--- src/rtl/uart_pkg.sv ---
// uart_pkg: UART constants, state encoding and divisor/width helpers.
// It is shared by the receiver and the planned transmitter.
package uart_pkg;

    localparam int DATA_W = 8;

    localparam logic [2:0] IDLE   = 3'd0;
    localparam logic [2:0] START  = 3'd1;
    localparam logic [2:0] DATA   = 3'd2;
    localparam logic [2:0] PARITY = 3'd3;
    localparam logic [2:0] STOP   = 3'd4;
    localparam logic [2:0] BREAK  = 3'd5;

    // Rounded clk/(baud*oversample).
    function automatic int baud_div(input longint clk_hz, input longint baud, input longint os);
        return int'((clk_hz + (baud * os) / 2) / (baud * os));
    endfunction

    function automatic int cnt_w(input int n);
        return (n <= 2) ? 1 : $clog2(n);
    endfunction

endpackage

--- src/rtl/uart_baud_tick.sv ---
// uart_baud_tick: free-running divide-by-DIV counter with a one-cycle tick.
// Synchronous clr restarts the count so the tick phase follows an external event.
module uart_baud_tick import uart_pkg::*; #(
    parameter int DIV = 27
) (
    input  logic clk,
    input  logic rst_n,
    input  logic clr,
    output logic tick
);

    localparam int W = cnt_w(DIV);

    logic [W-1:0] cnt;

    assign tick = cnt == W'(DIV - 1);

    always_ff @(posedge clk or negedge rst_n) begin
        if (!rst_n) cnt <= '0;
        else        cnt <= (clr || tick) ? '0 : cnt + W'(1);
    end

endmodule

--- src/rtl/uart_rx_frontend.sv ---
// uart_rx_frontend: oversampling UART receiver with a one-entry valid/ready holding register.
// Define UART_RX_PARITY_EN for 8E1 frames with parity checking; the default build is 8N1.
module uart_rx_frontend import uart_pkg::*; #(
    parameter int CLK_HZ     = 50000000,
    parameter int BAUD       = 115200,
    parameter int OVERSAMPLE = 16
) (
    input  logic              clk,
    input  logic              rst_n,
    input  logic              rxd,
    output logic [DATA_W-1:0] rx_data,
    output logic              rx_valid,
    input  logic              rx_ready,
    output logic              frame_err,
    output logic              overrun,
    output logic              parity_err
);

    localparam int DIV = baud_div(CLK_HZ, BAUD, OVERSAMPLE);
    localparam int TW  = cnt_w(OVERSAMPLE);
    localparam logic [TW-1:0] T_HALF = TW'(OVERSAMPLE / 2 - 1);
    localparam logic [TW-1:0] T_FULL = TW'(OVERSAMPLE - 1);
`ifdef UART_RX_PARITY_EN
    localparam logic [2:0] AFTER_DATA = PARITY;
`else
    localparam logic [2:0] AFTER_DATA = STOP;
`endif

    logic              s1, rxs, rxs_d;
    logic [2:0]        state;
    logic [TW-1:0]     tcnt;
    logic [2:0]        bcnt;
    logic [DATA_W-1:0] shift;
    logic              tick, clr, bit_end, stop_ok, stop_bad, hold;

    assign clr      = state == IDLE && rxs_d && !rxs;
    assign bit_end  = tick && tcnt == ((state == START) ? T_HALF : T_FULL);
    assign stop_ok  = state == STOP && bit_end && rxs;
    assign stop_bad = state == STOP && bit_end && !rxs;
    assign hold     = rx_valid && !rx_ready;

    uart_baud_tick #(.DIV(DIV)) u_tick (
        .clk  (clk),
        .rst_n(rst_n),
        .clr  (clr),
        .tick (tick)
    );

    always_ff @(posedge clk or negedge rst_n) begin
        if (!rst_n) begin
            s1    <= 1'b1;
            rxs   <= 1'b1;
            rxs_d <= 1'b1;
            state <= IDLE;
            tcnt  <= '0;
            bcnt  <= '0;
            shift <= '0;
        end else begin
            s1    <= rxd;
            rxs   <= s1;
            rxs_d <= rxs;
            tcnt  <= (state == IDLE || bit_end) ? '0 : tcnt + TW'(tick);
            case (state)
                IDLE:   if (clr) state <= START;
                START:  if (bit_end) begin
                    state <= rxs ? IDLE : DATA;
                    bcnt  <= '0;
                end
                DATA:   if (bit_end) begin
                    shift[bcnt] <= rxs;
                    bcnt        <= bcnt + 3'd1;
                    if (bcnt == 3'd7) state <= AFTER_DATA;
                end
                PARITY: if (bit_end) state <= STOP;
                STOP:   if (bit_end) state <= rxs ? IDLE : BREAK;
                BREAK:  if (rxs) state <= IDLE;
                default: state <= IDLE;
            endcase
        end
    end

    // A full register that is not draining keeps its byte; the new one is dropped.
    always_ff @(posedge clk or negedge rst_n) begin
        if (!rst_n) begin
            rx_data   <= '0;
            rx_valid  <= 1'b0;
            frame_err <= 1'b0;
            overrun   <= 1'b0;
        end else begin
            frame_err <= stop_bad;
            overrun   <= stop_ok && hold;
            rx_valid  <= stop_ok || hold;
            if (stop_ok && !hold) rx_data <= shift;
        end
    end

`ifdef UART_RX_PARITY_EN
    logic par_bit;

    always_ff @(posedge clk or negedge rst_n) begin
        if (!rst_n) begin
            par_bit    <= 1'b0;
            parity_err <= 1'b0;
        end else begin
            if (state == PARITY && bit_end) par_bit <= rxs;
            parity_err <= stop_ok && (par_bit != ^shift);
        end
    end
`else
    assign parity_err = 1'b0;
`endif

endmodule

--- config.mk ---
export PLATFORM = sky130hd
export DESIGN_NAME = uart_rx_frontend
export DESIGN_NICKNAME = d
export VERILOG_FILES = /design/src/rtl/uart_pkg.sv /design/src/rtl/uart_baud_tick.sv /design/src/rtl/uart_rx_frontend.sv
export SDC_FILE = /design/constraint.sdc
export NUM_CORES = 1
export LEC_CHECK = 0
export ABC_CLOCK_PERIOD_IN_PS = 2150
export CORE_ASPECT_RATIO = 1.2
export CORE_MARGIN = 2
export CORE_UTILIZATION = 50
export CTS_BUF_LIST = sky130_fd_sc_hd__clkbuf_16
export DETAILED_ROUTE_END_ITERATION = 8
export PLACE_DENSITY = 0.8
export RECOVER_POWER = 25
export SYNTH_ARGS = -nofsm -noshare
export SYNTH_HDL_FRONTEND = slang
export SYNTH_SLANG_ARGS = --single-unit
export TNS_END_PERCENT = 10
--- constraint.sdc ---
create_clock -name clk -period 2.15 [get_ports clk]
set_input_delay 0.43 -clock clk [delete_from_list [all_inputs] [get_ports clk]]
set_output_delay 0.43 -clock clk [all_outputs]
set_load 0.05 [all_outputs]
==> results of run 1 <==
-- how the worst max path moves through the flow --
stage | depth (start not counted) | endpoint | slack (ps) | start
after detailed placement | 7 | rx_data[4] | 40 | u_tick.cnt[0]
final | 7 | shift[7] | 70 | u_tick.cnt[0]
after floorplan | 7 | rx_data[0] | 300 | u_tick.cnt[0]
after global placement | 7 | rx_data[2] | 170 | u_tick.cnt[0]
after global routing | 7 | shift[5] | -60 | u_tick.cnt[0]
after CTS | 7 | rx_data[4] | 40 | u_tick.cnt[0]
-- cell usage in the layout, fill, tap and decap left out, drive strengths merged, types with 2 or more instances in the layout --
cell | synthesis | routed
and3 | 3 | 3
buf | 3 | 4
clkbuf | 3 | 6
clkdlybuf4s50 | 0 | 12
dfrtp | 34 | 34
dfstp | 3 | 3
dlygate4sd3 | 0 | 2
ha | 6 | 6
inv | 6 | 7
mux2 | 16 | 16
nand2 | 8 | 8
nand3 | 9 | 9
nand4 | 3 | 3
nor2 | 10 | 10
nor3 | 7 | 7
nor3b | 5 | 5
nor4 | 5 | 5
o211ai | 3 | 3
o21ai | 2 | 2
xnor2 | 3 | 3
xor2 | 3 | 3
-- layer usage --
layer	vias to the layer above	track usage (%)	share of wire, %
li1	569	-	-
met1	572	20.58	40
met2	29	34.38	54
met3	6	5.784	4.1
met4	0	9.593	2.2
met5	-	0	0
-- power breakdown --
part           internal [mW]  switching (mW)  total [mW]  leakage, nW
sequential             0.763          0.0708       0.834        0.493
combinational         0.0918           0.109       0.201        0.399
clock                  0.538           0.257       0.794       0.0826
total                   1.39           0.436        1.83        0.975
-- per-stage QoR --
| step | hold slack, ps | cell area, sq um | util [%] |
|---|---|---|---|
| floorplan | 134.4 | 1743 | - |
| global placement | 346.0 | 1928 | 57.76 |
| detailed placement | 349.5 | 1928 | 57.76 |
| CTS | 356.9 | 2091 | 62.63 |
| global route | 362.1 | 2115 | 63.34 |
| finish | 355.9 | 2115 | 63.34 |
-- cells by family after synthesis --
logic type      synth area share [%]
compound gates                 5.887
xor+xnor                       3.016
fa+ha+maj                      4.307
buf+inv                        3.086
flops                          53.34
mux                            10.34
other cells                   0.2152
simple gates                   19.82
-- registers in the layout, indices dropped and copies added, names as in the netlist --
signal,flops
overrun,1
rx_data,8
frame_err,1
rxs,1
bcnt,3
u_tick.cnt,5
state,3
rxs_d,1
shift,8
s1,1
tcnt,4
rx_valid,1
-- cells in the mapped netlist, drive strengths merged, types with 5 or more instances --
master / count
nor4: 5
mux2: 16
nand2: 8
inv: 6
nor3: 7
nor2: 10
nor3b: 5
dfrtp: 34
nand3: 9
ha: 6
-- worst max-delay path, cell delays in order, from the launching register on --
cell	delay [ps]
dfrtp_1	410
inv_1	80
ha_1	190
nand4b_4	150
inv_2	160
nand3_1	230
nor4_1	370
mux2_2	380
-- repair_timing --
action | in CTS | in global routing
gates resized for setup | 0 | 1
endpoints found under the setup margin | 0 | 12
setup buffers | 0 | 1
-- final cells by class --
cell class	count	area, sq um
Multi-Input combinational cell	99	765.7
Inverter	6	22.52
Fill cell	269	1224
Sequential cell	37	929.6
Timing Repair Buffer	19	187.7
Tap cell	37	46.29
Clock buffer	5	125.1
Clock inverter	3	37.54
==> results.ini, run 1 <==
[timing]
fin_crit_sh_pct=96.56
slew_headroom_pct=40.91
setup_tns_ps=0
fin_crit_ps=2076
hold_violations=0
rsz0062_at_grt=true
max_freq_mhz=481.7
final.setup.worst_slack_ps=73.88
fin_skew_ps=4.667
setup_viol=0
finalMaxSlewViolations=0
worst_pin_slew_ps=886.4

[drt]
drc=0
routed_wl_mm=3.205
vias=1176
ant_nets=0
dr.pass1.iters=4
first_iter_violations=46
wl_per_cell_microns=15.56
routed_via_density=5.709

[outcome]
status=completed

[power]
ir_worst_vdd_v=0.001141
p_per_area_nw_per_um2=864.9
power_mw=1.829
leakage_nw=0.9750

[yosys]
synth_top_area_cell=dfrtp_1
synthesis.nets=158
ys_seq_area_share_pct=53.34
netlist.area_leader.share_pct=48.82
synth_area_leaders=dfrtp_1 49%, mux2_2 9.7%, dfstp_2 4.5%, ha_1 4.3%, nand3_1 2.3%
synth_edf_count=0
ys.flop_type=dfrtp_1
async_flop_share_pct=100.0
syn_area_per_cell_sq_um=11.78
postSynthCellCount=148
netlist_area_sq_um=1743
yosys_warnings=0
synthDistinctLibCells=42
ys_ff_latch=37

[critical_path]
crit_path_start_kind=flip-flop
r2r_end=shift[7]
path_max_fanout=6
critPathKind=flip-flop to flip-flop
end_kind=flip-flop
worstReg2RegStart=u_tick.cnt[0]
ff2ff_path_depth=7
critPathArrivalTime_ps=2240
r2r_slack_ps=70
critPathRequiredTime_ps=2310

[floorplan]
die-area_sq_um=3976
start_util_pct=52.21
rows=23
io_pins=16
die_y_microns=68.68
die_w_microns=57.90
core-area_sq_um=3338

[layout]
layoutNonFillerInstCount=206
nets=178
drive_gt1_share_pct=22.49
num_antenna_cells=0
syn2layout_area_growth_pct=21.32

[clocking]
insertion_delay_ps=280
cts_buffer_depth=2
cts_hold_buffers=0
cts-root-buf=clkbuf_16
cts.reportedPaths.clkPinSlew_ps=50
cts_made_buffers=5
cts_tree=built
cts.sinks=37
htree_levels=2

[global_routing]
grt_pass1_vias=1224
grt_max_degree=38
grt_pass1_wl_mm=5.520
grtUsageTotal_pct=19.20
antenna_found_initial=0
grt-ovfl-total=0

[placed_design]
dpl.cell_count=197
post-place-ws_ps=37.99
gp_congestion=0.7823
hpwl_mm=2.294
io_buffers=14

[worst_hold_path]
hold_end=rxs
hold_class=flip-flop to flip-flop
hold_path_depth=0
holdCritStartpoint=s1

[run]
max_cap_viol_count=0

(Power assumes the default switching activity.)
==> inputs of run 2 (changes only) <==
--- a/config.mk
+++ b/config.mk
@@ -6,6 +6,7 @@
 export NUM_CORES = 1
 export LEC_CHECK = 0
 export ABC_CLOCK_PERIOD_IN_PS = 2150
+export CAP_MARGIN = 20
 export CORE_ASPECT_RATIO = 1.2
 export CORE_MARGIN = 2
 export CORE_UTILIZATION = 50
==> results of run 2 <==
The final DEF is identical to that of run 1; final timing and power are the same.
==> inputs of run 3 (changes only) <==
--- a/config.mk
+++ b/config.mk
@@ -12,6 +12,7 @@
 export CORE_UTILIZATION = 50
 export CTS_BUF_LIST = sky130_fd_sc_hd__clkbuf_16
 export DETAILED_ROUTE_END_ITERATION = 8
+export MAX_ROUTING_LAYER = met4
 export PLACE_DENSITY = 0.8
 export RECOVER_POWER = 25
 export SYNTH_ARGS = -nofsm -noshare
==> results.ini, run 3 (synthesized netlist as in run 1, its figures left out) <==
[outcome]
status=completed

[layout]
syn2layout_area_growth_pct=21.32  ; unchanged
drive_gt1_share_pct=22.49  ; unchanged
num_antenna_cells=0  ; unchanged
fill_cells=269  ; unchanged
nets=178  ; unchanged
multiInputGateArea_sq_um=765.7  ; unchanged
final_area_sq_um=2115  ; unchanged
regArea_sq_um=929.6  ; unchanged
largestRegisters=rx_data: 8 flops, shift: 8 flops, u_tick.cnt: 5 flops
final_cell_mix=34 x dfrtp_1, 15 x mux2_2, 12 x clkdlybuf4s50_1
layoutNonFillerInstCount=206  ; unchanged
mostFrequentLayoutCell=dfrtp_1

[clocking]
insertion_delay_ps=280  ; about the same
cts.sinks=37  ; unchanged
htree_levels=2  ; unchanged
cts_tree=built
cts.reportedPaths.clkPinSlew_ps=50  ; about the same
cts_buffer_depth=2  ; unchanged
cts_made_buffers=5  ; unchanged
cts-root-buf=clkbuf_16

[critical_path]
crit_path_start_kind=flip-flop
critPathRequiredTime_ps=2310  ; about the same
critPathArrivalTime_ps=2240  ; about the same
end_kind=flip-flop
path_max_fanout=6  ; unchanged
critPathKind=flip-flop to flip-flop

[timing]
final.setup.worst_slack_ps=71.57  ; -2.312 ps
setup_viol=0  ; unchanged
fin_crit_sh_pct=96.67  ; +0.11 points
max_freq_mhz=481.1  ; -0.11%
worst_pin_slew_ps=888.4  ; +2.070 ps
slew_headroom_pct=40.77  ; -0.14 points
fin_skew_ps=5.206  ; +0.5386 ps
finalMaxSlewViolations=0  ; unchanged
hold_violations=0  ; unchanged
hold_ws_ps=355.9  ; unchanged
fin_crit_ps=2078  ; +2.312 ps
rsz0062_at_grt=true

[global_routing]
grt_most_used_layer=met2
use_met3_pct=5.784  ; unchanged
use_met2_pct=33.95  ; -0.43 points
grtUsageTotal_pct=19.79  ; +0.60 points
antenna_found_initial=0  ; unchanged
grt-ovfl-total=0  ; unchanged
grt_pass1_wl_mm=5.520  ; unchanged
grt_pass1_vias=1221  ; -0.25%
met1_usage_pct=21.06  ; +0.48 points
grt_max_degree=38  ; unchanged

[drt]
routed_via_density=5.733  ; +0.43%
ant_nets=0  ; unchanged
wl_per_cell_microns=15.56  ; about the same
vias=1181  ; +0.43%
drc=0  ; unchanged
first_iter_violations=48  ; +4.3%
routed_wl_mm=3.206  ; about the same
dr.pass1.iters=4  ; unchanged

[power]
leakage_nw=0.9750  ; unchanged
p_per_area_nw_per_um2=865.2  ; about the same
ir_worst_vdd_v=0.001141  ; about the same

[placed_design]
hpwl_mm=2.294  ; unchanged
io_buffers=14  ; unchanged
post-place-ws_ps=37.99  ; unchanged
placed_area_sq_um=1928  ; unchanged
gp_congestion=0.7932  ; +1.4%
dpl.cell_count=197  ; unchanged

[floorplan]
start_util_pct=52.21  ; unchanged
die-area_sq_um=3976  ; unchanged
core-area_sq_um=3338  ; unchanged
io_pins=16  ; unchanged
die_y_microns=68.68  ; unchanged
rows=23  ; unchanged
die_w_microns=57.90  ; unchanged

[run]
max_cap_viol_count=0  ; unchanged

[worst_hold_path]
hold_class=flip-flop to flip-flop

## run 3: routing by layer
layer	up-vias	part of all wire, %
met4	0	2.1
met3	7	4.1
met5	-	0
met2	29	54
met1	576	40
li1	569	-
## run 3: final cells by class
cell class,instances,share of cell area (%)
Tap cell,37,2.189
Clock buffer,5,5.917
Sequential cell,37,43.96
Timing Repair Buffer,19,8.876
Clock inverter,3,1.775
Multi-Input combinational cell,99,36.21
Inverter,6,1.065
## run 3: repair_timing
action,in CTS,in global routing
setup buffers,0,1
hold buffers,0,0
setup endpoints to repair,0,12
resized for setup,0,1
## run 3: where the power goes
part	internal [mW]	total [mW]	leakage (nW)	switching, mW
clock network	0.538	0.795	0.0826	0.257
logic	0.0918	0.201	0.399	0.109
registers	0.763	0.834	0.493	0.0708
## run 3: path summary, 6_finish.rpt
check / startpoint / to / slack, ps / depth (start not counted)
worst min-delay path: s1 / rxs / 360 / 0
worst min register to register: s1 / rxs / 360 / 0
max in group asynchronous: rst_n / shift[5] / 800 / 2
min in group asynchronous: rst_n / tcnt[3] / 800 / 2
worst max register to register: u_tick.cnt[0] / shift[7] / 70 / 7
worst max-delay path: u_tick.cnt[0] / shift[7] / 70 / 7
## run 3: critical path, cell delays in order (launching register included)
cell and delay [ps]:
dfrtp_1 410, inv_1 80, ha_1 190, nand4b_4 150, inv_2 160, nand3_1 230, nor4_1 370, mux2_2 380
## run 3: through the flow
| step | power, mW | TNS [ps] | utilization, % |
|---|---|---|---|
| after floorplan | 0.9831 | 0 | - |
| after global placement | 1.024 | 0 | 57.76 |
| after detailed placement | 1.050 | 0 | 57.76 |
| after CTS | 1.852 | 0 | 62.63 |
| after global routing | 1.914 | -157.3 | 63.34 |
| final | 1.830 | 0 | 63.34 |
